<file path="config.mk">
export PLATFORM = sky130hd
export DESIGN_NAME = wb_regfile_flat
export DESIGN_NICKNAME = d
export VERILOG_FILES = /design/src/rtl/wb_regfile_if.sv /design/src/rtl/wb_regfile.sv /design/src/flat_wrapper.sv
export SDC_FILE = /design/constraint.sdc
export NUM_CORES = 2
export LEC_CHECK = 0
export CORE_ASPECT_RATIO = 0.5
export CORE_MARGIN = 2
export CORE_UTILIZATION = 25
export CTS_CLUSTER_SIZE = 28
export DETAILED_ROUTE_END_ITERATION = 12
export DONT_BUFFER_PORTS = 1
export PLACE_DENSITY_LB_ADDON = 0.25
export REMOVE_ABC_BUFFERS = 1
export SYNTH_ARGS = -nofsm -noshare
export SYNTH_HDL_FRONTEND = slang
export SYNTH_SLANG_ARGS = --single-unit
</file>
<file path="constraint.sdc">
create_clock -name clk -period 2.2 [get_ports clk]
set_input_delay 0.22 -clock clk [delete_from_list [all_inputs] [get_ports clk]]
set_output_delay 0.22 -clock clk [all_outputs]
set_load 0.01 [all_outputs]
</file>
<file path="src/rtl/wb_regfile_if.sv">
// Bundle of the W-stage writeback inputs, decode read ports and writeback result
// shared by the pipeline (master) and the writeback register file (slave).
`timescale 1ns/1ps
interface wb_regfile_if #(
  parameter int XLEN = 32,
  parameter int AW   = 5
);
  logic [XLEN-1:0] ALU_resultW;
  logic [XLEN-1:0] read_dataW;
  logic [XLEN-1:0] pcplus4W;
  logic [AW-1:0]   rdW;
  logic            reg_writeW;
  logic [1:0]      result_srcW;
  logic [AW-1:0]   rs1D;
  logic [AW-1:0]   rs2D;
  logic [XLEN-1:0] rd1D;
  logic [XLEN-1:0] rd2D;
  logic [XLEN-1:0] resultW;
  logic            wb_activeW;

  modport master (
    output ALU_resultW, read_dataW, pcplus4W, rdW, reg_writeW, result_srcW, rs1D, rs2D,
    input  rd1D, rd2D, resultW, wb_activeW
  );

  modport slave (
    input  ALU_resultW, read_dataW, pcplus4W, rdW, reg_writeW, result_srcW, rs1D, rs2D,
    output rd1D, rd2D, resultW, wb_activeW
  );
endinterface

</file>
<file path="src/rtl/wb_regfile.sv">
// Writeback stage: selects the W-stage result, commits it to a 32-entry register
// file and serves two decode read ports with same-cycle write-to-read bypass.
`timescale 1ns/1ps
module wb_regfile #(
  parameter int XLEN  = 32,
  parameter int NREGS = 32
) (
  input  logic       clk,
  input  logic       rst_n,
  wb_regfile_if.slave bus
);
  localparam int AW = $clog2(NREGS);

  logic [XLEN-1:0] regs_q [NREGS];
  logic [XLEN-1:0] regs_d [NREGS];
  logic [XLEN-1:0] result_s;
  logic            wb_active_s;
  logic [XLEN-1:0] rd1_s;
  logic [XLEN-1:0] rd2_s;

  // Writeback result select; the reserved encoding falls back to the ALU result.
  always_comb begin
    case (bus.result_srcW)
      2'b00:   result_s = bus.ALU_resultW;
      2'b01:   result_s = bus.read_dataW;
      2'b10:   result_s = bus.pcplus4W;
      default: result_s = bus.ALU_resultW;
    endcase
  end

  // Commit qualifier; reset also masks it so the bypass path goes quiet in reset.
  always_comb begin
    wb_active_s = rst_n & bus.reg_writeW & (bus.rdW != {AW{1'b0}});
  end

  // Next register-file state; x0 is pinned to zero.
  always_comb begin
    for (int i = 0; i < NREGS; i++) begin
      regs_d[i] = (wb_active_s && (bus.rdW == AW'(i))) ? result_s : regs_q[i];
    end
    regs_d[0] = {XLEN{1'b0}};
  end

  // Register file storage with asynchronous clear.
  always_ff @(posedge clk or negedge rst_n) begin
    if (!rst_n) begin
      for (int i = 0; i < NREGS; i++) begin
        regs_q[i] <= {XLEN{1'b0}};
      end
    end else begin
      regs_q <= regs_d;
    end
  end

  // Read port 1 with bypass from the value being written back this cycle.
  always_comb begin
    if (!rst_n || (bus.rs1D == {AW{1'b0}})) begin
      rd1_s = {XLEN{1'b0}};
    end else if (wb_active_s && (bus.rdW == bus.rs1D)) begin
      rd1_s = result_s;
    end else begin
      rd1_s = regs_q[bus.rs1D];
    end
  end

  // Read port 2, same rules as port 1.
  always_comb begin
    if (!rst_n || (bus.rs2D == {AW{1'b0}})) begin
      rd2_s = {XLEN{1'b0}};
    end else if (wb_active_s && (bus.rdW == bus.rs2D)) begin
      rd2_s = result_s;
    end else begin
      rd2_s = regs_q[bus.rs2D];
    end
  end

  assign bus.resultW    = result_s;
  assign bus.wb_activeW = wb_active_s;
  assign bus.rd1D       = rd1_s;
  assign bus.rd2D       = rd2_s;
endmodule
</file>
<file path="src/flat_wrapper.sv">
// flat-port wrapper written by rule: the top's interface ports become plain ports
module wb_regfile_flat 
#(
  parameter int XLEN  = 32,
  parameter int NREGS = 32
)
  (clk, rst_n, bus_ALU_resultW, bus_read_dataW, bus_pcplus4W, bus_rdW, bus_reg_writeW, bus_result_srcW, bus_rs1D, bus_rs2D, bus_rd1D, bus_rd2D, bus_resultW, bus_wb_activeW);
  wb_regfile_if #(.XLEN(XLEN)) bus_i ();
  input  logic clk;
  input  logic rst_n;
  input wire logic [$bits(bus_i.ALU_resultW)-1:0] bus_ALU_resultW;
  input wire logic [$bits(bus_i.read_dataW)-1:0] bus_read_dataW;
  input wire logic [$bits(bus_i.pcplus4W)-1:0] bus_pcplus4W;
  input wire logic [$bits(bus_i.rdW)-1:0] bus_rdW;
  input wire logic [$bits(bus_i.reg_writeW)-1:0] bus_reg_writeW;
  input wire logic [$bits(bus_i.result_srcW)-1:0] bus_result_srcW;
  input wire logic [$bits(bus_i.rs1D)-1:0] bus_rs1D;
  input wire logic [$bits(bus_i.rs2D)-1:0] bus_rs2D;
  output wire logic [$bits(bus_i.rd1D)-1:0] bus_rd1D;
  output wire logic [$bits(bus_i.rd2D)-1:0] bus_rd2D;
  output wire logic [$bits(bus_i.resultW)-1:0] bus_resultW;
  output wire logic [$bits(bus_i.wb_activeW)-1:0] bus_wb_activeW;
  assign bus_i.ALU_resultW = bus_ALU_resultW;
  assign bus_i.read_dataW = bus_read_dataW;
  assign bus_i.pcplus4W = bus_pcplus4W;
  assign bus_i.rdW = bus_rdW;
  assign bus_i.reg_writeW = bus_reg_writeW;
  assign bus_i.result_srcW = bus_result_srcW;
  assign bus_i.rs1D = bus_rs1D;
  assign bus_i.rs2D = bus_rs2D;
  assign bus_rd1D = bus_i.rd1D;
  assign bus_rd2D = bus_i.rd2D;
  assign bus_resultW = bus_i.resultW;
  assign bus_wb_activeW = bus_i.wb_activeW;
  wb_regfile #(.XLEN(XLEN), .NREGS(NREGS)) u_core (.clk(clk), .rst_n(rst_n), .bus(bus_i));
endmodule
</file>
# [Word-level counts from Yosys, hierarchy flattened]
# Index checks and enable logic that the tools add are counted.
# W data, S select, Z words.
[totals] reg_bits=992 inputBits=116 out_inout_bits=97
[classes] magnitude_cmp=2 eq_ne=35 muxes=11 bitwise=4 n_reduce_logical=39
[op_table] op="$bmux W32 S5" count=2
[op_table] op="$mux W32" count=8
[op_table] op="$eq A5 B5 Y1 const B" count=16
[op_table] op="$pmux W32 S2" count=1
[op_table] op="$eq A5 B4 Y1 const B" count=8
[op_table] op="$logic_and A1 B1 Y1" count=33
[op_table] op="$eq A5 B3 Y1 const B" count=4
[op_table] op="$ge A6 B6 Y1 const B" count=2
[op_table] op="$not A5 Y6" count=2
[op_table] op="$eq A5 B2 Y1 const B" count=2
[op_table] op="$eq A5 B5 Y1" count=2
[op_table] op="$logic_not A5 Y1" count=2
[op_table] op="$eq A5 B1 Y1 const B" count=1
[op_table] op="$reduce_bool A5 Y1" count=1
[op_table] op="$and A1 B1 Y1" count=2
[op_table] op="$eq A2 B1 Y1 const B" count=1
[op_table] op="$eq A2 B2 Y1 const B" count=1
[op_table] op="$logic_or A1 B1 Y1" count=2
[op_table] op="$logic_not A1 Y1" count=1

# [Logic depth before layout (Yosys ltp)]
[logic_depth] ltp_word=6 mapped_depth=10

# [Worst setup path before layout]
# No wires, ideal clock.
[synth_timing] path_type="input-to-output" start="input bus_result_srcW[0]" end="output bus_rd2D[13]" arrival_time_ps=1926 slack_ps=54 cell_stages=8 path_cell_list="inv_1 ha_1 clkbuf_1 buf_1 nor2_1 a21oi_1 inv_1 a221o_1"
[synth_via] elab_chain_len=4 elab_cells_between_ends=5
[synth_lines] item="start: declaration" line="flat_wrapper.sv:16" rtl="input wire logic [$bits(bus_i.result_srcW)-1:0] bus_result_srcW;"
[synth_lines] item="$eq A2 B2 Y1 / $eq A2 B1 Y1 (equally long branches)" line="wb_regfile.sv:23" rtl="case (bus.result_srcW)"
[synth_lines] item="$pmux W32 S2 (*)" line="wb_regfile.sv:23"
[synth_lines] item="named net bus_resultW[13]" line="flat_wrapper.sv:21" rtl="output wire logic [$bits(bus_i.resultW)-1:0] bus_resultW;"
[synth_lines] item="$mux W32 (*)" line="wb_regfile.sv:70" rtl="end else if (wb_active_s && (bus.rdW == bus.rs2D)) begin"
[synth_lines] item="$mux W32 (*)" line="wb_regfile.sv:68" rtl="if (!rst_n || (bus.rs2D == {AW{1'b0}})) begin"
[synth_lines] item="end: declaration" line="flat_wrapper.sv:20" rtl="output wire logic [$bits(bus_i.rd2D)-1:0] bus_rd2D;"
# Mark *: on every way through the listed nets, which the timed path passes. The rest lies on a longest branch.

# [Worst setup path in the final report]
[layout_timing] start="register u_core.regs_q[823] in the netlist's numbering" end="output bus_rd2D[23]"
[layout_via] elab_chain_len=5
[layout_lines] item="start: declaration" line="wb_regfile.sv:14" rtl="logic [XLEN-1:0] regs_q [NREGS];"
[layout_lines] item="start signal: indexed assignment" line="wb_regfile.sv:48" rtl="regs_q[i] <= {XLEN{1'b0}};"
[layout_lines] item="start signal: assignment" line="wb_regfile.sv:51" rtl="regs_q <= regs_d;"
[layout_lines] item="$bmux W32 S5" line="wb_regfile.sv:73" rtl="rd2_s = regs_q[bus.rs2D];"
[layout_lines] item="$mux W32 (implied by the code) (2 in series)" line="wb_regfile.sv:73"
[layout_lines] item="$mux W32" line="wb_regfile.sv:70"
[layout_lines] item="$mux W32" line="wb_regfile.sv:68"
# No other way between the ends. The select of a mux whose other input is x is not followed.

==> load_flow_metrics.sql <==
INSERT INTO impl_metrics (metric_group, metric, value, unit) VALUES
('critical_path', 'critPathBufInv', '1', ''),
('critical_path', 'timing.critical_path.slowest_cell_delay', '490', 'ps'),
('placed_design', 'pre_cts_slack', '-409', 'ps'),
('cts', 'numClockSinks', '992', ''),
('critical_path', 'rr_startpoint', 'u_core.regs_q[776]$_DFFE_PN0P_', ''),
('synth', 'synth_seq_area_share', '47.1', '%'),
('layout', 'max_flop_register', 'u_core.regs_q', ''),
('routing', 'wl_met1', '86300', 'um'),
('timing', 'maxSlewHeadroom', '16.6', '%'),
('synth', 'syn_area', '52700', 'um2'),
('power', 'power.static_leakage', '26.9', 'nW'),
('synth', 'yosys_register_bits', '992', ''),
('placed_design', 'port-buffer-count', '0', ''),
('critical_path', 'timing.critical_path.to_type', 'output port', ''),
('synth', 'ys_top_cells_by_count', '1108 x sky130_fd_sc_hd__nand2_1, 1031 x sky130_fd_sc_hd__o21ai_0, 992 x sky130_fd_sc_hd__dfrtp_1', ''),
('cts', 'post_cts_hold_buffer_count', '24', ''),
('critical_path', 'worst-r2r-setup-slack', '1290', 'ps'),
('timing', 'tightestPinTransition', '1250', 'ps'),
('floorplanning', 'io-pin-count', '213', ''),
('critical_path', 'cp_data_required_time', '1980', 'ps'),
('routing', 'number_of_vias_per_cell_after_detailed_routing', '5.23', ''),
('timing', 'fmax', '346', 'MHz'),
('global_routing', 'grt_pass1_vias', '42300', ''),
('run', 'max-cap-violations', '0', ''),
('synth', 'syn-instance-count', '5020', ''),
('timing', 'report.final.hold_viol_count', '178', ''),
('timing', 'fin_ws', '-688', 'ps'),
('layout', 'layout-drive-gt1-share', '26.3', '%'),
('synth', 'synth_cell_type_count', '48', ''),
('critical_path', 'cp_max_fo', '2', ''),
('layout', 'largest_register_ffs', '992', ''),
('power', 'cellPowerDensity', '779', 'nW/um2'),
('run_status', 'run_status', 'complete, but fails checks', ''),
('routing', 'detail-route-antenna-nets', '0', ''),
('layout', 'area.growth.synth_to_final', '21.9', '%'),
('timing', 'worst_clk_skew', '0', 'ps'),
('synth', 'ys_async_sr_fraction', '100', '%'),
('cts', 'clk_pin_slew', '60', 'ps'),
('timing', 'hold_ws', '-822', 'ps'),
('synth', 'avgSynthCellArea', '10.5', 'um2'),
('routing', 'first_pass_iters', '5', ''),
('critical_path', 'cp_data_arrival_time', '2670', 'ps'),
('timing', 'final_min_period_over_clock_period', '131', '%'),
('placed_design', 'dp_hpwl', '113000', 'um'),
('floorplanning', 'rows', '119', ''),
('timing', 'report.final.setup_viol', '64', ''),
('placed_design', 'gpl.final_weighted_congestion', '0.801', ''),
('timing', 'layout_min_cycle_time', '2890', 'ps'),
('power', 'vdd.ir_drop.worst', '576', 'uV'),
('floorplanning', 'core_area', '210000', 'um2'),
('cts', 'tritoncts_clock_tree', 'built', ''),
('synth', 'library_cell_occupying_the_most_area_in_the_post_synthesis_netlist', 'sky130_fd_sc_hd__dfrtp_1', ''),
('routing', 'met3WireLength', '10700', 'um'),
('routing', 'highest-signal-layer', 'met4', ''),
('global_routing', 'maximum_number_of_pins_on_one_net_before_global_route_repair', '1002', ''),
('cts', 'clock_latency', '730', 'ps'),
('critical_path', 'critPathTopFamily', 'compound AO/OA/AOI/OAI gates', ''),
('floorplanning', 'floorplan.initialDensity', '25.1', '%'),
('cts', 'maximum_clock_insertion_buffer_count', '3', ''),
('routing', 'routed_wl', '198000', 'um'),
('critical_path', 'worstSetupPathType', 'reg2out', ''),
('routing', 'routed-via-count', '41300', ''),
('critical_path', 'worst_r2r_endpoint', 'u_core.regs_q[776]$_DFFE_PN0P_', ''),
('critical_path', 'cpMostUsedCell', 'sky130_fd_sc_hd__a221o_1', ''),
('routing', 'dr.first_iter.drc_count', '3901', ''),
('global_routing', 'grt-ovfl-total', '0', ''),
('synth', 'synth.top_cell.area_share', '47.1', '%'),
('synth', 'synth_top_cells_by_area', 'sky130_fd_sc_hd__dfrtp_1 47%, sky130_fd_sc_hd__mux4_2 16%, sky130_fd_sc_hd__o21ai_0 9.8%, sky130_fd_sc_hd__nand2_1 7.9%, sky130_fd_sc_hd__mux2i_1 3.7%', ''),
('global_routing', 'track_usage', '18.1', '%'),
('run_status', 'failed_checks', 'hold timing, setup timing', ''),
('synth', 'number_of_enable_type_register_cells_in_the_synthesized_netlist', '0', '');
-- placed cells by master (no fill, tap or decap), types with 13 or more instances in the layout --
cell type	Yosys	final
sky130_fd_sc_hd__buf_12	1	89
sky130_fd_sc_hd__nor3_1	27	25
sky130_fd_sc_hd__nor2_1	64	55
sky130_fd_sc_hd__clkbuf_1	375	14
sky130_fd_sc_hd__o221ai_2	0	17
sky130_fd_sc_hd__a22oi_1	90	83
sky130_fd_sc_hd__a221oi_1	47	21
sky130_fd_sc_hd__o22ai_1	50	39
sky130_fd_sc_hd__nand2_1	1108	1078
sky130_fd_sc_hd__clkbuf_8	0	32
sky130_fd_sc_hd__o211ai_1	13	13
sky130_fd_sc_hd__o21ai_0	1031	1019
sky130_fd_sc_hd__mux2i_1	194	177
sky130_fd_sc_hd__inv_1	35	35
sky130_fd_sc_hd__dfrtp_1	992	990
sky130_fd_sc_hd__nand2_4	0	22
sky130_fd_sc_hd__buf_6	13	18
sky130_fd_sc_hd__o221a_2	23	23
sky130_fd_sc_hd__a21oi_2	0	46
sky130_fd_sc_hd__o21a_1	19	19
sky130_fd_sc_hd__nor2b_1	37	28
sky130_fd_sc_hd__mux2_4	1	24
sky130_fd_sc_hd__clkinv_2	0	27
sky130_fd_sc_hd__buf_4	20	275
sky130_fd_sc_hd__clkbuf_16	0	119
sky130_fd_sc_hd__o31ai_1	21	21
sky130_fd_sc_hd__nor3b_2	0	13
sky130_fd_sc_hd__a221oi_4	0	21
sky130_fd_sc_hd__dlygate4sd3_1	0	24
sky130_fd_sc_hd__a221o_1	20	20
sky130_fd_sc_hd__mux2_2	108	95
sky130_fd_sc_hd__a21oi_1	71	22
sky130_fd_sc_hd__mux4_2	375	375
sky130_fd_sc_hd__nand3_4	0	13
-- cell type report --
cell class | count | area (um2)
multi-input cells | 3470 | 27400
well taps | 2783 | 3480
diodes | 2 | 5.00
repair buffers | 413 | 4480
fillers | 21300 | 146000
flip-flops and latches | 992 | 24800
inverters | 36 | 135
clock buffers | 163 | 3420
clock inverters | 43 | 450
-- how the worst max path moves through the flow --
stage                                   startpoint           end  slack [ps]  cells past startpoint
floorplan                       bus_result_srcW[0]  bus_rd2D[13]       -1200                      6
detailed placement                     bus_rs1D[0]  bus_rd1D[21]        -410                      7
finish              u_core.regs_q[823]$_DFFE_PN0P_  bus_rd2D[23]        -690                      6
CTS                 u_core.regs_q[823]$_DFFE_PN0P_  bus_rd2D[23]        -740                      6
global placement                             rst_n   bus_rd1D[0]        -370                      7
global route        u_core.regs_q[791]$_DFFE_PN0P_  bus_rd2D[23]        -760                      6
-- stage by stage --
stage	cells	setup TNS, ps	instance area (um2)
2_1_floorplan	4498	-475570	50400
3_3_place_gp	7619	-10340	58000
3_5_place_dp	7619	-8680	58000
4_1_cts	7880	-32960	63500
5_1_grt	7901	-34440	64200
6_report	7902	-30150	64200
-- kinds of logic (layout without fill, tap and decap cells) --
family	after synthesis	after routing	synth area share, %
buffers and inverters	558	655	4.56
other	0	2	0
muxes	688	688	22.3
xor gates and xnor gates	10	10	0.166
and+or+nand+nor	1293	1293	9.75
adders and majority gates	2	2	0.0475
AOI/OAI and AO/OA	1477	1477	16.1
DFF	992	992	47.1
-- report_power, final --
part | leakage [nW] | switching (mW) | internal, mW
Sequential | 13.4 | 1.61 | 20.4
Clock | 1.93 | 8.08 | 11.7
Combinational | 11.6 | 4.16 | 4.15
-- routing by layer --
layer  global-route usage (%)  vias up
met3                     2.48      381
met2                     29.5     1319
met1                     24.4    21300
met4                     7.39        0
met5                        0        -
li1                         -    18200
-- repair_timing --
item / in CTS / in global routing
hold endpoints to repair: 1394 / 173
setup endpoints to repair: 64 / 575
gates resized for setup: 251 / 80
setup buffers: 38 / 19
gates cloned: 0 / 2
pin swaps: 118 / 64
No activity file was read; power rests on OpenSTA's default activity.
